===== config.mk =====
export PLATFORM = sky130hd
export DESIGN_NAME = rs232_rx_stream
export DESIGN_NICKNAME = d
export VERILOG_FILES = /design/src/rtl/rs232_rx_stream.sv
export SDC_FILE = /design/constraint.sdc
export NUM_CORES = 1
export LEC_CHECK = 0
export ABC_AREA = 1
export BUFFER_PORTS_ARGS = -buffer_cell sky130_fd_sc_hd__clkbuf_2
export CORE_AREA = 2 2 86 88
export DETAILED_ROUTE_END_ITERATION = 10
export DIE_AREA = 0 0 88 90
export PLACE_DENSITY = 0.54
export SYNTH_ARGS = -nofsm -noshare
export SYNTH_HDL_FRONTEND = slang
export SYNTH_SLANG_ARGS = --single-unit

===== constraint.sdc =====
create_clock -name clk -period 3.45 [get_ports clk]
set_input_delay 1.035 -clock clk [delete_from_list [all_inputs] [get_ports clk]]
set_output_delay 1.035 -clock clk [all_outputs]
set_load 0.005 [all_outputs]

===== src/rtl/rs232_rx_stream.sv =====
// rs232_rx_stream: oversampling 8N1 UART receiver feeding a 32-bit stb/ack stream.
// Each received byte is delivered zero-extended in output_rx[7:0].
// Optional build macro RS232_RX_FIFO_EN: replaces the single holding register
// with a 4-entry FIFO. Default build (macro undefined) uses the holding register.
module rs232_rx_stream #(
    parameter int CLOCK_FREQUENCY = 100000000,
    parameter int BAUD_RATE       = 115200
) (
    input  logic        clk,
    input  logic        rst,
    input  logic        rx,
    output logic [31:0] output_rx,
    output logic        output_rx_stb,
    input  logic        output_rx_ack,
    output logic        framing_error,
    output logic        overrun
);

    localparam int N  = CLOCK_FREQUENCY / BAUD_RATE;
    localparam int CW = $clog2(N);
    localparam logic [CW-1:0] HALF_LOAD = CW'(N / 2 - 1);
    localparam logic [CW-1:0] FULL_LOAD = CW'(N - 1);

    typedef enum logic [2:0] {
        S_IDLE  = 3'd0,
        S_START = 3'd1,
        S_DATA  = 3'd2,
        S_STOP  = 3'd3,
        S_BREAK = 3'd4
    } state_t;

    state_t          state;
    state_t          state_nxt;
    logic            rx_p0;
    logic            rx_p1;
    logic            rxs;
    logic            vld_p0;
    logic            vld_p1;
    logic            armed;
    logic [CW-1:0]   cnt;
    logic            cnt_zero;
    logic [2:0]      bit_idx;
    logic [7:0]      shift_p;
    logic            load_half;
    logic            load_full;
    logic            shift_en;
    logic            byte_done;
    logic            frame_bad;
    logic            pop;

    assign rxs      = rx_p1;
    assign cnt_zero = (cnt == '0);
    assign pop      = output_rx_stb & output_rx_ack;

    // Two-flop synchronizer for the pin; vld_pN marks when rxs reflects the real line
    always_ff @(posedge clk or negedge rst) begin
        if (!rst) begin
            rx_p0  <= 1'b1;
            rx_p1  <= 1'b1;
            vld_p0 <= 1'b0;
            vld_p1 <= 1'b0;
        end else begin
            rx_p0  <= rx;
            rx_p1  <= rx_p0;
            vld_p0 <= 1'b1;
            vld_p1 <= vld_p0;
        end
    end

    // Start detection is armed only after the real line has been seen high
    always_ff @(posedge clk or negedge rst) begin
        if (!rst) begin
            armed <= 1'b0;
        end else if (vld_p1 && rxs) begin
            armed <= 1'b1;
        end
    end

    // FSM state register
    always_ff @(posedge clk or negedge rst) begin
        if (!rst) begin
            state <= S_IDLE;
        end else begin
            state <= state_nxt;
        end
    end

    // FSM next-state logic
    always_comb begin
        state_nxt = state;
        case (state)
            S_IDLE:  if (armed && !rxs) state_nxt = S_START;
            S_START: if (cnt_zero) state_nxt = rxs ? S_IDLE : S_DATA;
            S_DATA:  if (cnt_zero && (bit_idx == 3'd7)) state_nxt = S_STOP;
            S_STOP:  if (cnt_zero) state_nxt = rxs ? S_IDLE : S_BREAK;
            S_BREAK: if (rxs) state_nxt = S_IDLE;
            default: state_nxt = S_IDLE;
        endcase
    end

    // FSM outputs: counter reloads, data shift strobe and end-of-frame events
    always_comb begin
        load_half = 1'b0;
        load_full = 1'b0;
        shift_en  = 1'b0;
        byte_done = 1'b0;
        frame_bad = 1'b0;
        case (state)
            S_IDLE:  load_half = armed & ~rxs;
            S_START: load_full = cnt_zero & ~rxs;
            S_DATA: begin
                load_full = cnt_zero;
                shift_en  = cnt_zero;
            end
            S_STOP: begin
                byte_done = cnt_zero & rxs;
                frame_bad = cnt_zero & ~rxs;
            end
            default: ;
        endcase
    end

    // Sample-point down-counter and data bit index
    always_ff @(posedge clk or negedge rst) begin
        if (!rst) begin
            cnt     <= '0;
            bit_idx <= 3'd0;
        end else begin
            if (load_half) begin
                cnt <= HALF_LOAD;
            end else if (load_full) begin
                cnt <= FULL_LOAD;
            end else if (!cnt_zero) begin
                cnt <= cnt - CW'(1);
            end
            if (state == S_START) begin
                bit_idx <= 3'd0;
            end else if (shift_en) begin
                bit_idx <= bit_idx + 3'd1;
            end
        end
    end

    // Data bits land LSB first at their sample points
    always_ff @(posedge clk) begin
        if (shift_en) begin
            shift_p[bit_idx] <= rxs;
        end
    end

    // Framing error pulse, aligned with the cycle a good byte would appear
    always_ff @(posedge clk or negedge rst) begin
        if (!rst) begin
            framing_error <= 1'b0;
        end else begin
            framing_error <= frame_bad;
        end
    end

`ifdef RS232_RX_FIFO_EN
    logic [7:0] fifo_mem [4];
    logic [1:0] wr_ptr;
    logic [1:0] rd_ptr;
    logic [2:0] count;
    logic       push;

    assign push          = byte_done & ((count != 3'd4) | pop);
    assign output_rx_stb = (count != 3'd0);
    assign output_rx     = {24'd0, fifo_mem[rd_ptr]};

    // FIFO storage, pointers and occupancy; a full FIFO drops the new byte
    always_ff @(posedge clk or negedge rst) begin
        if (!rst) begin
            for (int i = 0; i < 4; i++) begin
                fifo_mem[i] <= 8'd0;
            end
            wr_ptr  <= 2'd0;
            rd_ptr  <= 2'd0;
            count   <= 3'd0;
            overrun <= 1'b0;
        end else begin
            if (push) begin
                fifo_mem[wr_ptr] <= shift_p;
                wr_ptr           <= wr_ptr + 2'd1;
            end
            if (pop) begin
                rd_ptr <= rd_ptr + 2'd1;
            end
            count   <= count + 3'(push) - 3'(pop);
            overrun <= byte_done & (count == 3'd4) & ~pop;
        end
    end
`else
    logic [7:0] hold_byte;

    assign output_rx = {24'd0, hold_byte};

    // Single holding register; a byte may load in the same cycle the old word is acked
    always_ff @(posedge clk or negedge rst) begin
        if (!rst) begin
            hold_byte     <= 8'd0;
            output_rx_stb <= 1'b0;
            overrun       <= 1'b0;
        end else begin
            overrun <= byte_done & output_rx_stb & ~output_rx_ack;
            if (byte_done && (!output_rx_stb || output_rx_ack)) begin
                hold_byte     <= shift_p;
                output_rx_stb <= 1'b1;
            end else if (pop) begin
                output_rx_stb <= 1'b0;
            end
        end
    end
`endif

endmodule


[After elaboration in Yosys (flattened, before gate mapping)]
Cells that the tools add are included.
Word-level totals
  register bits: 40
  bits in latches: 0
  memory bits (writable): 0
  memory bits (read-only): 0
  bits of input ports: 4
  output and inout bits: 35
  word-level logic and storage cells: 72
  memories: 0
Cells by class
  $add $sub $neg: 2
  multipliers: 0
  div/mod/pow operators: 0
  $lt $le $gt $ge: 2
  eq/ne operators: 11
  shift-type cells: 0
  multiplexer cells: 23
  bitwise logic cells: 8
  reductions and logical operators: 13
Operators by type and width (count)
  10-bit two-way mux: 3
  3-bit two-way mux: 8
  3-bit case mux with 5 select lines: 1
  10-bit zero test: 1
  2-bit != test, second input constant: 5
  10-bit by 1-bit subtractor with 10-bit output, second input constant: 1
  8-bit bitwise mux: 1
  1-bit two-way mux: 7
  1-bit bitwise AND: 6
  3-bit by 2-bit equality test with 1-bit output, second input constant: 2
  3-bit equality test, second input constant: 2
  1-bit logical AND: 5
  5-bit AND reduction: 1
  3-bit by 4-bit less-than comparator with 1-bit output, second input constant: 1
  2-bit nonzero test: 2
  3-bit by 1-bit adder with 3-bit output, second input constant: 1
  1-bit demux with 3-bit select: 1
  3-bit by 1-bit equality test with 1-bit output, second input constant: 1
  3-bit by 1-bit greater-or-equal comparator with 1-bit output, second input constant: 1
  3-bit zero test: 1
  3-bit by 1-bit != test with 1-bit output, second input constant: 1
  1-bit zero test: 2
  2-bit two-way mux: 1
  1-bit NOT: 2
  other kinds (2): 2

[Longest topological paths before layout]
Gate-level depths: netlist of run 1.
  depth after elaboration: 5
  mapped depth: 10
  gate-level depth less buffers: 10

[Worst setup path before layout of run 1]
Ideal clock, no wire load.
  kind: input to register
  start: input port output_rx_ack
  end: register hold_byte[6]
  arrival: 1.543 ns
  required time: 3.333 ns
  slack: 1.790 ns
  stages on the path: 6
  path buffers: 1
  cell sequence: inv_1 nand2_1 nand3_4 buf_6 nand2_2 o21ai_2
On the way
  longest elaborated chain between the ends: 2
Ends and longest elaborated chain
  from (decl): RTL line 14  | input logic output_rx_ack,
  1-bit logical OR: RTL line 206  | if (byte_done && (!output_rx_stb || output_rx_ack)) begin
  1-bit logical AND: RTL line 206
  to (signal assigned): RTL line 207  | hold_byte <= shift_p;
  to (decl): RTL line 194  | logic [7:0] hold_byte;
No other way between the ends.
A chain may end at the register's enable or synchronous reset.

[Worst setup path after layout of run 1]
  start: register hold_byte[6]
  end: output port output_rx[6]
RTL lines
  to (decl): RTL line 12  | output logic [31:0] output_rx,
No word-level cell between the ends.

==> run_results.csv, run 1 <==
group,metric,value,unit
synth,synthDominantCellAreaShare,36.56,%
cells_and_area,seqCellArea,1044,µm²
run,maxCapViolations,0,
synth,synth_enable_flop_cells,8,
critical_path,crit_path_start,"hold_byte[6]",
timing,achievable-frequency,543.1,MHz
critical_path,r2r_cells,7,
critical_path,largest_stage_delay_on_the_critical_path,0.40,ns
cells_and_area,area_of_the_multi_input_gates,790.8,µm²
critical_path,crit-reg2reg-capture,"cnt[0]",
drt,antenna_violation_net_count_after_detailed_routing,0,
placed_design,finalWeightedCongestion,0.7922,
clock_tree,cts_num_sinks,40,
timing,final_max_slew_viol_count,0,
cells_and_area,syn2layout_area_growth,9.750,%
power,switching_share,34.55,%
synth,synth_top_area_cell,"dfrtp_1",
timing,setup_violations,0,
cells_and_area,filler_cell_count,763,
clock_tree,post-cts-setup-buffer-count,0,
power,seq_power_share,45.5,%
power,p_int,901.4,µW
synth,sequential_share_of_the_synthesized_area,50.82,%
power,power-per-cell-area,611.2,nW/µm²
drt,avgRoutedWirePerCell,9.759,µm
clock_tree,clock_latency,0.30,ns
timing,hold_viol,0,
cells_and_area,antenna_diode_count,0,
synth,yosys_warn_count,0,
global_routing,grt_start_max_net_pins,33,
critical_path,wp_depth,1,
global_routing,grt_first_pass_wirelength,5.651,mm
critical_path,path_delay_family,"flip-flops",
die,fp.dieH,90,µm
cells_and_area,nNetsFinal,252,
synth,netlist_area_pre_place,2053,µm²
power,ir_worst_vdd,0.1533,mV
die,design.portCount,39,
placed_design,place_hpwl,2.422,mm
critical_path,cp_num_buf_inv,1,
die,core_area,7020,µm²
cells_and_area,final_core_util,32.10,%
global_routing,antenna_found_initial,0,
synth,dominantRegCellSynth,"dfrtp_1",
critical_path,critPathCapture,"output_rx[6]",
timing,worst_pin_slew,0.8170,ns
synth,post_synth_most_frequent_cells,"43 x nand2_1, 30 x dfrtp_1, 26 x inv_1",
min_path,worstHoldStart,"rx_p0",
timing,rsz_0062_raised_after_global_routing,"false",
critical_path,worst_path_max_fanout,2,
clock_tree,clockBufferDepth,2,
die,die_area,7920,µm²
synth,synth.top_cells.by_area,"dfrtp_1 37%, edfxtp_1 12%, buf_4 8.8%, nand2_1 7.9%, inv_1 4.8%",
synth,most_frequent_cell_after_synthesis,"nand2_1",
die,std_cell_rows,31,
critical_path,critPathLaunchType,"flop",
synth,asyncSetResetFlopFracSynth,80.00,%
placed_design,buffer_ports.inserted,14,
power,power.clock.fraction,27.8,%
synth,synth_register_bits,40,
clock_tree,numCtsBuffers,5,
critical_path,slowest_stage,"dfrtp_1",
die,initial_utilization,29.25,%
critical_path,critical_path.endpoint_type,"output port",
timing,period_minus_slack,1.841,ns
critical_path,worst-endpoint-arrival,0.81,ns
drt,drt_drc_violations_left,0,
power,pwr-share-comb,26.7,%
drt,dr_total_vias,1346,
synth,syn_avg_cell_area,9.125,µm²
timing,setup-tns-final,0,ns
clock_tree,tritoncts,"yes",
outcome,outcome,"finished clean",
global_routing,grt.overflow.total,0,
timing,worst_clock_skew_on_the_final_layout,0.008015,ns
min_path,min_delay_path_class,"reg -> reg",
die,fp.dieW,88,µm
global_routing,track_usage,9.262,%
drt,drt-total-wl,3.357,mm
clock_tree,clk_pin_slew_worst_paths,0.08,ns
drt,post_drt_via_cell_ratio,3.913,
synth,synth_cells,225,
timing,relSlewSlack,45.53,%
critical_path,setup.worst_path.class,"reg -> out",
power,switchingPower,475.8,µW
clock_tree,hold_buffers,0,
drt,initialDrtViolationCount,71,
critical_path,worstPathCellList,"clkbuf_2",
clock_tree,post_cts_resize_count,0,
synth,synth_cell_types,28,
drt,drt-pass1-iter-count,6,
timing,layout_worst_path_cycle_share,53.37,%
critical_path,regToRegSetupSlack,1.62,ns
clock_tree,clk_root_buffer_cell,"clkbuf_8",
critical_path,reg2reg_from,"rx_p1",
clock_tree,clock_tree.htree_level_count,2,
cells_and_area,post_route_cells_drive_above_1_share,17.96,%
global_routing,first_global_vias,1192,
power,leak_pwr,0.001109,µW
critical_path,worst_ep_required_time,2.41,ns
-- per-layer routing --
layer	GRT usage [%]	vias up	share of wire [%]
met4	4.231	0	2.2
met5	0	-	0
li1	-	706	-
met3	3.030	5	4.5
met1	11.58	602	48
met2	14.33	33	46
-- logic make-up (layout without fill, tap and decap cells) --
family          count (synthesis)  after routing  synth area share (%)
simple gates                   98             98                 22.24
buf+inv                        54             51                 14.87
flops                          40             40                 50.82
compound gates                 21             21                 6.703
xor+xnor                        6              6                 2.560
fa+ha+maj                       4              4                 2.438
other cells                     2             25                0.3658
-- flip-flops by register name, summed over array words and instances, names as in the netlist, 3 cells and up --
register   count
shift_p        8
bit_idx        3
cnt           10
hold_byte      8
state          3
-- layout make-up --
type                            instances  area share, %
Clock buffer                            5          3.054
Clock inverter                          3          1.888
Inverter                               29          5.053
Multi-Input combinational cell        154          35.09
Sequential cell                        40          46.31
Tap cell                               99          5.497
Timing Repair Buffer                   14          3.109
-- per-stage QoR --
stage | instance area [µm²] | power (µW) | instances | setup WS (ns) | hold WS, ns
finish | 2253 | 1377 | 344 | 1.609 | 0.3584
floorplan | 2140 | 939.3 | 248 | 1.790 | 0.3312
CTS | 2253 | 1395 | 344 | 1.549 | 0.3608
global placement | 2142 | 1004 | 336 | 1.588 | 0.3335
detailed placement | 2142 | 1005 | 336 | 1.562 | 0.3487
global route | 2253 | 1489 | 344 | 1.376 | 0.3655
-- worst min path at each step --
stage                        end  slack, ns  cells past startpoint
final                      rx_p1       0.36                      0
after global routing       rx_p1       0.37                      0
after CTS                  rx_p1       0.36                      0
after detailed placement   rx_p1       0.35                      0
after global placement    vld_p1       0.33                      0
after floorplan           vld_p1       0.33                      0
-- placed cells by master (no fill, tap or decap), types with 4 or more instances in the layout --
| cell type | instances |
|---|---|
| clkbuf_2 | 14 |
| clkbuf_8 | 5 |
| conb_1 | 25 |
| dfrtp_1 | 30 |
| edfxtp_1 | 8 |
| ha_1 | 4 |
| inv_1 | 26 |
| nand2_1 | 43 |
| nand3_1 | 12 |
| nor2_1 | 20 |
| nor3_1 | 9 |
| o21ai_0 | 9 |
| o21ai_2 | 8 |
-- power by group through the flow --
| stage | Combinational, µW | Clock [µW] | Sequential [µW] |
|---|---|---|---|
| 6_report | 368 | 382 | 627 |
| 3_5_place_dp | 370 | 0 | 635 |
| 2_1_floorplan | 319 | 0 | 621 |
| 4_1_cts | 371 | 398 | 627 |
| 5_1_grt | 439 | 412 | 638 |
| 3_3_place_gp | 368 | 0 | 636 |
(Power assumes the default switching activity.)
==> inputs of run 2 (changes only) <==
--- a/config.mk
+++ b/config.mk
@@ -10,7 +10,7 @@
 export CORE_AREA = 2 2 86 88
 export DETAILED_ROUTE_END_ITERATION = 10
 export DIE_AREA = 0 0 88 90
-export PLACE_DENSITY = 0.54
+export PLACE_DENSITY = 0.55
 export SYNTH_ARGS = -nofsm -noshare
 export SYNTH_HDL_FRONTEND = slang
 export SYNTH_SLANG_ARGS = --single-unit
==> constraint.sdc (replaced) <==
create_clock -name clk -period 1.5 [get_ports clk]
set_input_delay 0.45 -clock clk [delete_from_list [all_inputs] [get_ports clk]]
set_output_delay 0.45 -clock clk [all_outputs]
set_load 0.005 [all_outputs]
==> run_results.csv, run 2 (synthesis results as in run 1) <==
group,metric,value,unit
critical_path,cp_num_buf_inv,2,
power,power-per-cell-area,1364,nW/µm²
timing,hold_viol,0,
global_routing,antenna_found_initial,0,
placed_design,place_hpwl,2.649,mm
cells_and_area,nNetsFinal,277,
global_routing,grt.overflow.total,0,
placed_design,buffer_ports.inserted,14,
drt,avgRoutedWirePerCell,10.52,µm
cells_and_area,area_of_the_multi_input_gates,970.9,µm²
cells_and_area,antenna_diode_count,0,
critical_path,slowest_stage,"dfrtp_1",
power,leak_pwr,0.001259,µW
drt,drt-pass1-iter-count,5,
critical_path,worst-endpoint-arrival,1.56,ns
drt,drt_drc_violations_left,0,
cells_and_area,largest_register,"cnt",
drt,antenna_violation_net_count_after_detailed_routing,0,
cells_and_area,syn2layout_area_growth,28.34,%
global_routing,first_global_vias,1398,
critical_path,setup.worst_path.class,"reg -> reg",
drt,post_drt_via_cell_ratio,4.079,
clock_tree,numCtsBuffers,5,
critical_path,critical_path.endpoint_type,"flop",
clock_tree,clockBufferDepth,2,
cells_and_area,post_route_cells_drive_above_1_share,36.30,%
die,core_area,7020,µm²
clock_tree,clk_pin_slew_worst_paths,0.08,ns
critical_path,path_delay_family,"simple AND/OR/NAND/NOR gates",
timing,setup_slack,-0.04822,ns
critical_path,largest_stage_delay_on_the_critical_path,0.39,ns
timing,final_max_slew_viol_count,0,
placed_design,finalWeightedCongestion,0.7830,
outcome,outcome,"complete, but fails checks",
cells_and_area,largest_register_ffs,10,
die,die_area,7920,µm²
timing,worst_clock_skew_on_the_final_layout,0.007667,ns
die,fp.dieW,88,µm
drt,drt-total-wl,3.881,mm
timing,achievable-frequency,645.9,MHz
clock_tree,clock_latency,0.30,ns
die,design.portCount,39,
outcome,violations,"negative setup slack",
die,fp.dieH,90,µm
clock_tree,tritoncts,"yes",
cells_and_area,final_cell_count_no_fill,369,
clock_tree,clock_tree.htree_level_count,2,
run,maxCapViolations,0,
power,ir_worst_vdd,0.4733,mV
timing,layout_worst_path_cycle_share,103.2,%
global_routing,grt_start_max_net_pins,33,
clock_tree,clk_root_buffer_cell,"clkbuf_8",
clock_tree,cts_num_sinks,40,
cells_and_area,final_core_util,37.53,%
drt,dr_total_vias,1505,
critical_path,worst_path_max_fanout,4,
cells_and_area,layout_commonest_cell,"nand2_1",
critical_path,worst_ep_required_time,1.51,ns
global_routing,grt_first_pass_wirelength,6.389,mm
cells_and_area,filler_cell_count,707,
critical_path,regToRegSetupSlack,-0.05,ns
min_path,min_delay_path_class,"in -> async",
global_routing,track_usage,10.35,%
die,std_cell_rows,31,
cells_and_area,largest_registers,"cnt: 10 flops, hold_byte: 8 flops, shift_p: 8 flops",
drt,initialDrtViolationCount,60,
placed_design,numPlacedInstances,356,
critical_path,critPathLaunchType,"flop",
timing,period_minus_slack,1.548,ns
cells_and_area,seqCellArea,1044,µm²
timing,rsz_0062_raised_after_global_routing,"true",
critical_path,worstPathCellList,"inv_2 -> ha_4 -> nand2_2 -> nor2_4 -> nand3_4 -> inv_4 -> nand2_4 -> nor3_4",
timing,setup_violations,7,
die,initial_utilization,29.25,%
cells_and_area,layout.cells.most_common_list,"32 x nand2_1, 30 x dfrtp_1, 25 x conb_1, 24 x inv_1, 23 x buf_4",
## run 2: cell types whose count changed in the layout (fill, tap and decap cells not counted), sizes merged
cell	change
buf	+24
clkinv	-2
inv	+2
nand3	+1
## run 2: per-layer routing
metal	track usage, %	routed length [µm]	up-vias
met5	0	0	-
met4	5.000	67	0
met3	3.306	197	4
met2	14.90	1874	43
met1	13.87	1742	698
li1	-	-	760
## run 2: where the power goes
part           switching, µW  leakage [µW]  internal (µW)  total [µW]
registers                139      0.000471           1270        1410
clock network            399     0.0000548            501         900
logic                    741      0.000734            540        1280
## run 2: path summary, 6_finish.rpt
path / from / endpoint / cells past startpoint
worst max register to register: cnt[0] / shift_p[5] / 8
worst min-delay path: rst / cnt[4] / 2
worst min register to register: vld_p0 / vld_p1 / 0
worst max-delay path: cnt[0] / shift_p[5] / 8
max in group asynchronous: rst / rx_p0 / 2
min in group clk: rx / rx_p0 / 1
## run 2: cell type report
class,instances,area share (%)
repair buffers,38,9.971
well taps,99,4.701
clock buffers,5,2.612
inverters,29,4.511
multi-input cells,155,36.85
flip-flops and latches,40,39.60
clock inverters,3,1.757
## run 2: what timing repair did
item                                    4_1_cts  5_1_grt
pin swaps                                     0        2
setup buffers                                 0        4
hold buffers                                  0        0
cloned                                        1        0
resized for setup                             4       26
endpoints found under the setup margin       16       26
## run 2: worst register-to-register path, cell delays in order (launching register included)
cell and delay, ns:
dfrtp_1 0.39, inv_2 0.09, ha_4 0.13, nand2_2 0.06, nor2_4 0.15, nand3_4 0.10, inv_4 0.09, nand2_4 0.08
nor3_4 0.17
## run 2: metrics by stage
step / setup slack [ns] / TNS [ns] / hold WS, ns / power [µW] / cell area [µm²]
6_report: -0.04822 / -0.08613 / 0.09378 / 3595 / 2635
5_1_grt: -0.1268 / -1.272 / 0.09122 / 3878 / 2635
3_5_place_dp: -0.008956 / -0.01838 / 0.3365 / 2558 / 2375
2_1_floorplan: 0.004650 / 0 / 0.1544 / 2183 / 2210
4_1_cts: -0.02459 / -0.1060 / 0.09664 / 3507 / 2516
3_3_place_gp: -0.003434 / -0.003434 / 0.3314 / 2544 / 2375
